$ cat src/rtl/memoria_buffer.sv
// -----------------------------------------------------------------------------
// memoria_buffer
//
// Block-RAM buffer placed between a word source (UART, header loader, ...) and
// the hashing core. A complete block is written in (FILL) and then read out as
// many times as needed (DRAIN). The buffer keeps its own write and read
// pointers. Each side uses a valid/ready stream.
//
// Ports
//   clk            rising-edge clock
//   reset          asynchronous, active-high reset
//   start_fill     pulse: clear pointers and flags, enter FILL (any state)
//   start_drain    pulse: rewind read pointer, enter DRAIN (only from FULL)
//   in_valid       write word offered
//   in_data        write word
//   in_last        marks in_data as the final word of the fill
//   in_ready       buffer accepts a write word (high only in FILL)
//   out_valid      out_data holds a valid word
//   out_data       read word (registered RAM output)
//   out_ready      consumer accepts out_data
//   fill_count     words stored by the last fill (0..DEPTH)
//   state          00 IDLE, 01 FILL, 10 FULL, 11 DRAIN
//   fine_scrittura sticky: the fill has completed
//   fine_lettura   sticky: the drain has completed
// -----------------------------------------------------------------------------
module memoria_buffer #(
    parameter int DATA_WIDTH = 8,
    parameter int DEPTH      = 512
) (
    input  logic                    clk,
    input  logic                    reset,
    input  logic                    start_fill,
    input  logic                    start_drain,
    input  logic                    in_valid,
    input  logic [DATA_WIDTH-1:0]   in_data,
    input  logic                    in_last,
    output logic                    in_ready,
    output logic                    out_valid,
    output logic [DATA_WIDTH-1:0]   out_data,
    input  logic                    out_ready,
    output logic [$clog2(DEPTH):0]  fill_count,
    output logic [1:0]              state,
    output logic                    fine_scrittura,
    output logic                    fine_lettura
);

    localparam int ADDR_WIDTH = $clog2(DEPTH);
    localparam int CNT_WIDTH  = ADDR_WIDTH + 1;
    localparam logic [ADDR_WIDTH-1:0] LAST_ADDR = ADDR_WIDTH'(DEPTH - 1);

    typedef enum logic [1:0] {
        ST_IDLE  = 2'b00,
        ST_FILL  = 2'b01,
        ST_FULL  = 2'b10,
        ST_DRAIN = 2'b11
    } state_t;

    // Storage. Not reset, so it maps onto block RAM.
    logic [DATA_WIDTH-1:0] ram [0:DEPTH-1];

    state_t                 state_q,          state_d;
    logic [ADDR_WIDTH-1:0]  wr_ptr_q,         wr_ptr_d;
    // The read pointer has one extra bit so it can reach fill_count (up to DEPTH).
    logic [CNT_WIDTH-1:0]   rd_ptr_q,         rd_ptr_d;
    logic [CNT_WIDTH-1:0]   fill_count_q,     fill_count_d;
    logic                   out_valid_q,      out_valid_d;
    logic                   fine_scrittura_q, fine_scrittura_d;
    logic                   fine_lettura_q,   fine_lettura_d;
    logic [DATA_WIDTH-1:0]  out_data_q;

    logic                   wr_en;
    logic                   rd_load;
    logic [ADDR_WIDTH-1:0]  rd_addr;

    assign rd_addr = rd_ptr_q[ADDR_WIDTH-1:0];

    // -------------------------------------------------------------------------
    // Next-state and datapath control
    // -------------------------------------------------------------------------
    always_comb begin
        state_d          = state_q;
        wr_ptr_d         = wr_ptr_q;
        rd_ptr_d         = rd_ptr_q;
        fill_count_d     = fill_count_q;
        out_valid_d      = out_valid_q;
        fine_scrittura_d = fine_scrittura_q;
        fine_lettura_d   = fine_lettura_q;
        wr_en            = 1'b0;
        rd_load          = 1'b0;

        if (start_fill) begin
            // start_fill aborts whatever is running and takes priority over
            // start_drain. A word offered in the same cycle is dropped,
            // because the pointers are being cleared anyway.
            state_d          = ST_FILL;
            wr_ptr_d         = '0;
            rd_ptr_d         = '0;
            fill_count_d     = '0;
            out_valid_d      = 1'b0;
            fine_scrittura_d = 1'b0;
            fine_lettura_d   = 1'b0;
        end else begin
            case (state_q)
                ST_IDLE: begin
                    // Only start_fill leaves IDLE. There is nothing to drain yet.
                end

                ST_FILL: begin
                    if (in_valid) begin
                        wr_en        = 1'b1;
                        wr_ptr_d     = wr_ptr_q + ADDR_WIDTH'(1);
                        fill_count_d = fill_count_q + CNT_WIDTH'(1);
                        // The fill ends on in_last or on the last RAM address.
                        // Whichever comes first wins.
                        if (in_last || (wr_ptr_q == LAST_ADDR)) begin
                            state_d          = ST_FULL;
                            fine_scrittura_d = 1'b1;
                        end
                    end
                end

                ST_FULL: begin
                    if (start_drain) begin
                        state_d        = ST_DRAIN;
                        rd_ptr_d       = '0;
                        fine_lettura_d = 1'b0;
                    end
                end

                ST_DRAIN: begin
                    // rd_ptr_q is already one past the word on out_data. When
                    // rd_ptr_q equals fill_count_q, the word being presented is
                    // the last one.
                    if (out_valid_q && out_ready && (rd_ptr_q == fill_count_q)) begin
                        out_valid_d    = 1'b0;
                        fine_lettura_d = 1'b1;
                        state_d        = ST_FULL;
                    end else if ((!out_valid_q || out_ready) && (rd_ptr_q < fill_count_q)) begin
                        rd_load     = 1'b1;
                        out_valid_d = 1'b1;
                        rd_ptr_d    = rd_ptr_q + CNT_WIDTH'(1);
                    end else if (out_ready) begin
                        out_valid_d = 1'b0;
                    end
                end

                default: begin
                    state_d = ST_IDLE;
                end
            endcase
        end
    end

    // -------------------------------------------------------------------------
    // Control registers
    // -------------------------------------------------------------------------
    always_ff @(posedge clk or posedge reset) begin
        if (reset) begin
            state_q          <= ST_IDLE;
            wr_ptr_q         <= '0;
            rd_ptr_q         <= '0;
            fill_count_q     <= '0;
            out_valid_q      <= 1'b0;
            fine_scrittura_q <= 1'b0;
            fine_lettura_q   <= 1'b0;
        end else begin
            state_q          <= state_d;
            wr_ptr_q         <= wr_ptr_d;
            rd_ptr_q         <= rd_ptr_d;
            fill_count_q     <= fill_count_d;
            out_valid_q      <= out_valid_d;
            fine_scrittura_q <= fine_scrittura_d;
            fine_lettura_q   <= fine_lettura_d;
        end
    end

    // -------------------------------------------------------------------------
    // RAM write port
    // -------------------------------------------------------------------------
    always_ff @(posedge clk) begin
        if (wr_en) begin
            ram[wr_ptr_q] <= in_data;
        end
    end

    // -------------------------------------------------------------------------
    // RAM read port
    //
    // The read is registered inside this sequential block, not as a
    // combinational _d, so the output register maps onto the RAM's own read
    // register. It only changes on a load, which keeps out_data stable while
    // the consumer stalls.
    // -------------------------------------------------------------------------
    always_ff @(posedge clk or posedge reset) begin
        if (reset) begin
            out_data_q <= '0;
        end else if (rd_load) begin
            out_data_q <= ram[rd_addr];
        end
    end

    // -------------------------------------------------------------------------
    // Outputs
    // -------------------------------------------------------------------------
    assign in_ready       = (state_q == ST_FILL);
    assign out_valid      = out_valid_q;
    assign out_data       = out_data_q;
    assign fill_count     = fill_count_q;
    assign state          = state_q;
    assign fine_scrittura = fine_scrittura_q;
    assign fine_lettura   = fine_lettura_q;

endmodule

$ cat config.mk
export PLATFORM = sky130hd
export DESIGN_NAME = memoria_buffer
export DESIGN_NICKNAME = d
export VERILOG_FILES = /design/src/rtl/memoria_buffer.sv
export SDC_FILE = /design/constraint.sdc
export NUM_CORES = 2
export LEC_CHECK = 0
export BUFFER_PORTS_ARGS = -buffer_cell sky130_fd_sc_hd__buf_2
export CORE_MARGIN = 2
export CORE_UTILIZATION = 37
export CTS_CLUSTER_DIAMETER = 80
export DETAILED_ROUTE_END_ITERATION = 8
export PLACE_DENSITY_LB_ADDON = 0.15
export SLEW_MARGIN = 20
export SYNTH_ARGS = -nofsm -noshare
export SYNTH_HDL_FRONTEND = slang
export SYNTH_SLANG_ARGS = --single-unit
$ cat constraint.sdc
create_clock -name clk -period 6.2 [get_ports clk]
set_clock_uncertainty 0.1 [all_clocks]
set_input_delay 1.24 -clock clk [delete_from_list [all_inputs] [get_ports clk]]
set_output_delay 1.24 -clock clk [all_outputs]
set_load 0.03 [all_outputs]
# --- Word-level counts from Yosys, hierarchy flattened ---
# Memory sizes are Yosys's and may differ from the RTL's. A register that Yosys moved wholly into a read port is not among the register bits.
# Cells that the tools add are included.
totals:
  reg_bits: 34
  mem_bits_rw: 4096
  in_bits: 15
  output_inout_bits: 24
  word_cells: 81
  mem_count: 1
classes:
  addsub: 3
  magnitude_cmp: 1
  eq_ne: 11
  n_mux: 39
  reduce_logical: 19
memory_table:
  columns: ["name", "depth", "width", "read_ports", "rd_clocked_by_memory_dff", "write_ports", "line", "rtl"]
  rows:
  - ["ram", 512, 8, 1, 1, 1, "59", "logic [DATA_WIDTH-1:0] ram [0:DEPTH-1];"]
ops:
  columns: ["cell", "count"]
  rows:
  - ["2-to-1 mux 10 bit", 7]
  - ["2-to-1 mux 9 bit", 3]
  - ["2-to-1 mux 1 bit", 21]
  - ["adder 10 x 1 -> 10 bit (second input constant)", 2]
  - ["one-hot mux 10 bit (2 select lines)", 1]
  - ["!= test 3 bit (second input constant)", 5]
  - ["equality test 10 bit", 1]
  - ["< comparator 10 bit", 1]
  - ["2-to-1 mux 2 bit", 5]
  - ["adder 9 x 1 -> 9 bit (second input constant)", 1]
  - ["equality test 9 bit (second input constant)", 1]
  - ["nonzero test 2 bit", 4]
  - ["nonzero test 4 bit", 2]
  - ["one-hot mux 2 bit (3 select lines)", 1]
  - ["AND reduction 3 bit", 2]
  - ["AND reduction 5 bit", 1]
  - ["equality test 2 bit (second input constant)", 2]
  - ["AND reduction 2 bit", 2]
  - ["AND reduction 4 bit", 1]
  - ["logical AND 1 bit", 3]
  - ["!= test 3 x 2 -> 1 bit (second input constant)", 1]
  - ["nonzero test 3 bit", 1]
  - ["equality test 2 x 1 -> 1 bit (second input constant)", 1]
  - ["logical OR 1 bit", 2]
  - ["other kinds (2)", 2]

# --- Depth between registers and ports, before layout ---
depth:
  ltp_word: 7
  depth_mapped: 16
  mapped_depth_nobuf: 10

# --- Worst setup path before layout ---
# Ideal clock, no wire load.
synth_path:
  path_type: "reg2reg"
  from: "reg rd_ptr_q[0]"
  to: "reg rd_ptr_q[6]"
  setup_time_ns: 0.078
  t_arrival_ns: 3.369
  required_ns: 6.022
  slack_ns: 2.653
  path_stages_with_launch: 17
  path_buffers: 6
  period_less_slack_ns: 3.547
  path_cell_list: "dfrtp_1 buf_6 buf_12 buf_6 buf_6 inv_1 clkbuf_1 ha_1 nand2b_1 a211oi_1 a2111oi_0 o21a_1 a31o_2 buf_2 nand3_1 or3_1 a21oi_1"
synth_between:
  elab_chain_len: 5
  elab_cells_between_ends: 12
  classes_between: "add/sub: 1; order compare: 1; eq/ne: 3; mux: 4; reduce/logical: 3"
synth_rtl:
  columns: ["element", "line", "rtl"]
  rows:
  - ["start: declaration", "64", "logic [CNT_WIDTH-1:0] rd_ptr_q, rd_ptr_d;"]
  - ["start signal: assignment", "169", "rd_ptr_q <= rd_ptr_d;"]
  - ["adder 10 x 1 -> 10 bit", "141", "rd_ptr_d = rd_ptr_q + CNT_WIDTH'(1);"]
  - ["2-to-1 mux 10 bit", "138", "end else if ((!out_valid_q || out_ready) && (rd_ptr_q < fill_count_q)) begin"]
  - ["2-to-1 mux 10 bit", "134", "if (out_valid_q && out_ready && (rd_ptr_q == fill_count_q)) begin"]
  - ["one-hot mux 10 bit (2 select lines)", "103", "case (state_q)"]
  - ["2-to-1 mux 10 bit", "91", "if (start_fill) begin"]
# Parallel ways exist; a longest one is shown, timed or not. The select of a mux whose other input is x is not followed.
# A chain may end at the register's enable or synchronous reset.

# --- Worst setup path in the final report ---
layout_path:
  from: "reg rd_ptr_q[0]"
  to: "reg out_data_q[1], in the netlist out_data[1], read port of ram"
layout_between:
  elab_chain_len: 6
  elab_cells_between_ends: 8
  classes_between: "order compare: 1; eq/ne: 1; mux: 4; reduce/logical: 2"
layout_rtl:
  columns: ["element", "line", "rtl"]
  rows:
  - ["< comparator 10 bit", "138", null]
  - ["logical AND 1 bit", "138", null]
  - ["2-to-1 mux 1 bit", "138", null]
  - ["2-to-1 mux 1 bit", "134", null]
  - ["2-to-1 mux 1 bit", "103", null]
  - ["2-to-1 mux 1 bit", "91", null]
  - ["end: declaration", "69", "logic [DATA_WIDTH-1:0] out_data_q;"]
# Parallel ways exist; a longest one is shown, timed or not.

==> impl_metrics.tcl <==
set metrics [dict create \
    status "finished clean" \
    die-area_sq_um 441000 \
    tns_ns 0 \
    path_max_fanout 28 \
    start_kind "register" \
    io_pins 39 \
    dp_cells 13090 \
    grt_pass1_vias 81290 \
    hp-class "input pin to asynchronous set/reset pin" \
    cts.sinks 4138 \
    clk_latency_ns 1.00 \
    place_hpwl_mm 306.8 \
    critical_path_class "register to register" \
    hold_slack_ns 0.3149 \
    grt_max_degree 196 \
    p_per_area_nw_per_um2 337.8 \
    syn_to_final_growth_pct 13.93 \
    core_sq_um 434200 \
    worst_slack_ns 1.057 \
    netlist_area_sq_um 161200 \
    drtIter0Drc 10020 \
    post_cts_buffers 0 \
    cp_data_required_time_ns 6.98 \
    cts_resized 0 \
    dominantRegCellSynth "edfxtp_1" \
    ys_async_sr_fraction 0.01015 \
    path_clk_slew_ns 0.06 \
    hold_viol 0 \
    ys_seq_area_frac 0.7695 \
    post-route-drc-count 0 \
    wl_per_cell_microns 36.37 \
    initial_core_util 0.3712 \
    htree_levels 5 \
    final_cell_mix "edfxtp_1, mux4_2, nor2_1" \
    fin_crit_sh 0.8295 \
    cts_buffer_depth 4 \
    syn_inst 7515 \
    synth_edf_count 4096 \
    peakVddDrop_mv 0.2545 \
    dp_slack_ns 1.116 \
    drive_gt1_frac 0.2459 \
    final_max_slew_viol_count 0 \
    grt_setup_unrepaired "no" \
    final.min_clock_period_ns 5.143 \
    finalSetupViolations 0 \
    worstMarginPinSlew_ns 1.280 \
    postSynthAreaPerCell_sq_um 21.45 \
    tritoncts.num_buffers 450 \
    fmaxAchievable_ghz 0.1944 \
    leakage_nw 55.21 \
    cts_tree "yes" \
    cap_viol_max_count 0 \
    grt_overflow_total 0 \
    drtAntennaViolNets 0 \
    timing.critical_path.from "rd_ptr_q[0]$_DFFE_PP0P_" \
    critPathArrivalTime_ns 5.92 \
    grt_pass1_wl_mm 691.7 \
    fillCellCount 37790 \
    worstReg2RegStart "rd_ptr_q[0]$_DFFE_PP0P_" \
    antenna_found_initial 36 \
    vias_per_cell 5.776 \
    dr_total_vias 80430 \
    yosysWarnings 0 \
    root_buffer "clkbuf_16" \
    relSlewSlack 0.1468 \
    finalNonFillerCells 13930 \
    firstDrtPassIters 5 \
    ys_ff_latch 4138 \
    dieWidth_microns 664.1 \
    crit_path_end_kind "register" \
    cts_hold_buf 0 \
    drt_wl_total_mm 506.5 \
    layout_commonest_cell "edfxtp_1" \
    reg2reg_depth 9 \
    layout.nets 7837 \
    dieHeight_microns 664.1 \
    gp_congestion 0.8285 \
    row_count 242 \
    power_mw 62.04 \
    ys_types 69 \
    grt_use_total 0.2256 \
    synth_nets 7547 \
    numPortBuffers 38 \
]
final cells by class:
cell class | instances | area, sq um | area share
flip-flops and latches | 4138 | 124100 | 0.6756
multi-input cells | 2887 | 34570 | 0.1882
clock buffers | 540 | 11720 | 0.06384
well taps | 5734 | 7174 | 0.03907
repair buffers | 306 | 3070 | 0.01672
clock inverters | 286 | 2902 | 0.01580
inverters | 22 | 102.6 | 0.0005587
diodes | 12 | 30.03 | 0.0001635
power by group:
| part | internal, mW | switching (mW) |
|---|---|---|
| sequential | 30.8 | 0.159 |
| clock | 15.3 | 11.3 |
| combinational | 1.84 | 2.61 |
layer usage:
layer  global-route usage  share of wire  up-vias
li1                     -              -    32110
met1               0.3176           0.42    44340
met2               0.3633           0.48     3226
met3              0.03319          0.066      748
met4              0.07157          0.036        6
met5                    0       0.000085        -
state kept, by name, summed over array words and instances, names as in the netlist:
name / flops
ram: 4096
fill_count: 10
rd_ptr_q: 10
wr_ptr_q: 9
out_data: 8
state: 2
fine_lettura: 1
fine_scrittura: 1
out_valid: 1
stage by stage:
| stage | instance area [sq um] | util |
|---|---|---|
| 2_1_floorplan | 161200 | - |
| 3_5_place_dp | 168900 | 0.3891 |
| 6_report | 183600 | 0.4229 |
| 4_1_cts | 183600 | 0.4227 |
| 3_3_place_gp | 168900 | 0.3890 |
| 5_1_grt | 183600 | 0.4229 |
path summary, 6_finish.rpt:
kind                                            to  slack, ns
max                        out_data[1]$_DFFE_PP0P_       1.06
min                        out_data[7]$_DFFE_PP0P_       0.31
max reg2reg                out_data[1]$_DFFE_PP0P_       1.06
min reg2reg                rd_ptr_q[9]$_DFFE_PP0P_       0.47
max in group asynchronous  rd_ptr_q[4]$_DFFE_PP0P_       4.99
min in group clk           rd_ptr_q[9]$_DFFE_PP0P_       0.47
cells by family after synthesis:
group,share of synthesized area
AND/OR/NAND/NOR,0.02358
multiplexers,0.1603
AO/OA/AOI/OAI,0.02645
flip-flops,0.7695
XOR/XNOR,0.001195
buffers and inverters,0.01762
adder cells (fa/ha/maj),0.001320
synth_stat cells, types with 53 or more instances:
library cell / n / area share
clkbuf_1: 197 / 0.0046
nor2_1: 605 / 0.014
mux2i_1: 287 / 0.018
o21ai_0: 80 / 0.0025
a21oi_1: 124 / 0.0038
edfxtp_1: 4096 / 0.76
a221oi_1: 67 / 0.0036
mux4_2: 996 / 0.14
nand2_1: 170 / 0.0040
a22oi_1: 86 / 0.0040
buf_4: 53 / 0.0025
buf_2: 126 / 0.0039
critical path, cell delays in order (launching register included):
cell and delay, ns:
dfrtp_4 1.07, or3b_4 0.88, buf_4 0.48, o221ai_1 0.18
a21oi_1 0.16, nor2_1 0.14, a21oi_1 0.97, o22ai_1 0.24
a2111oi_2 0.62, nor2_1 0.11
Power figures use the tool's default switching activity.
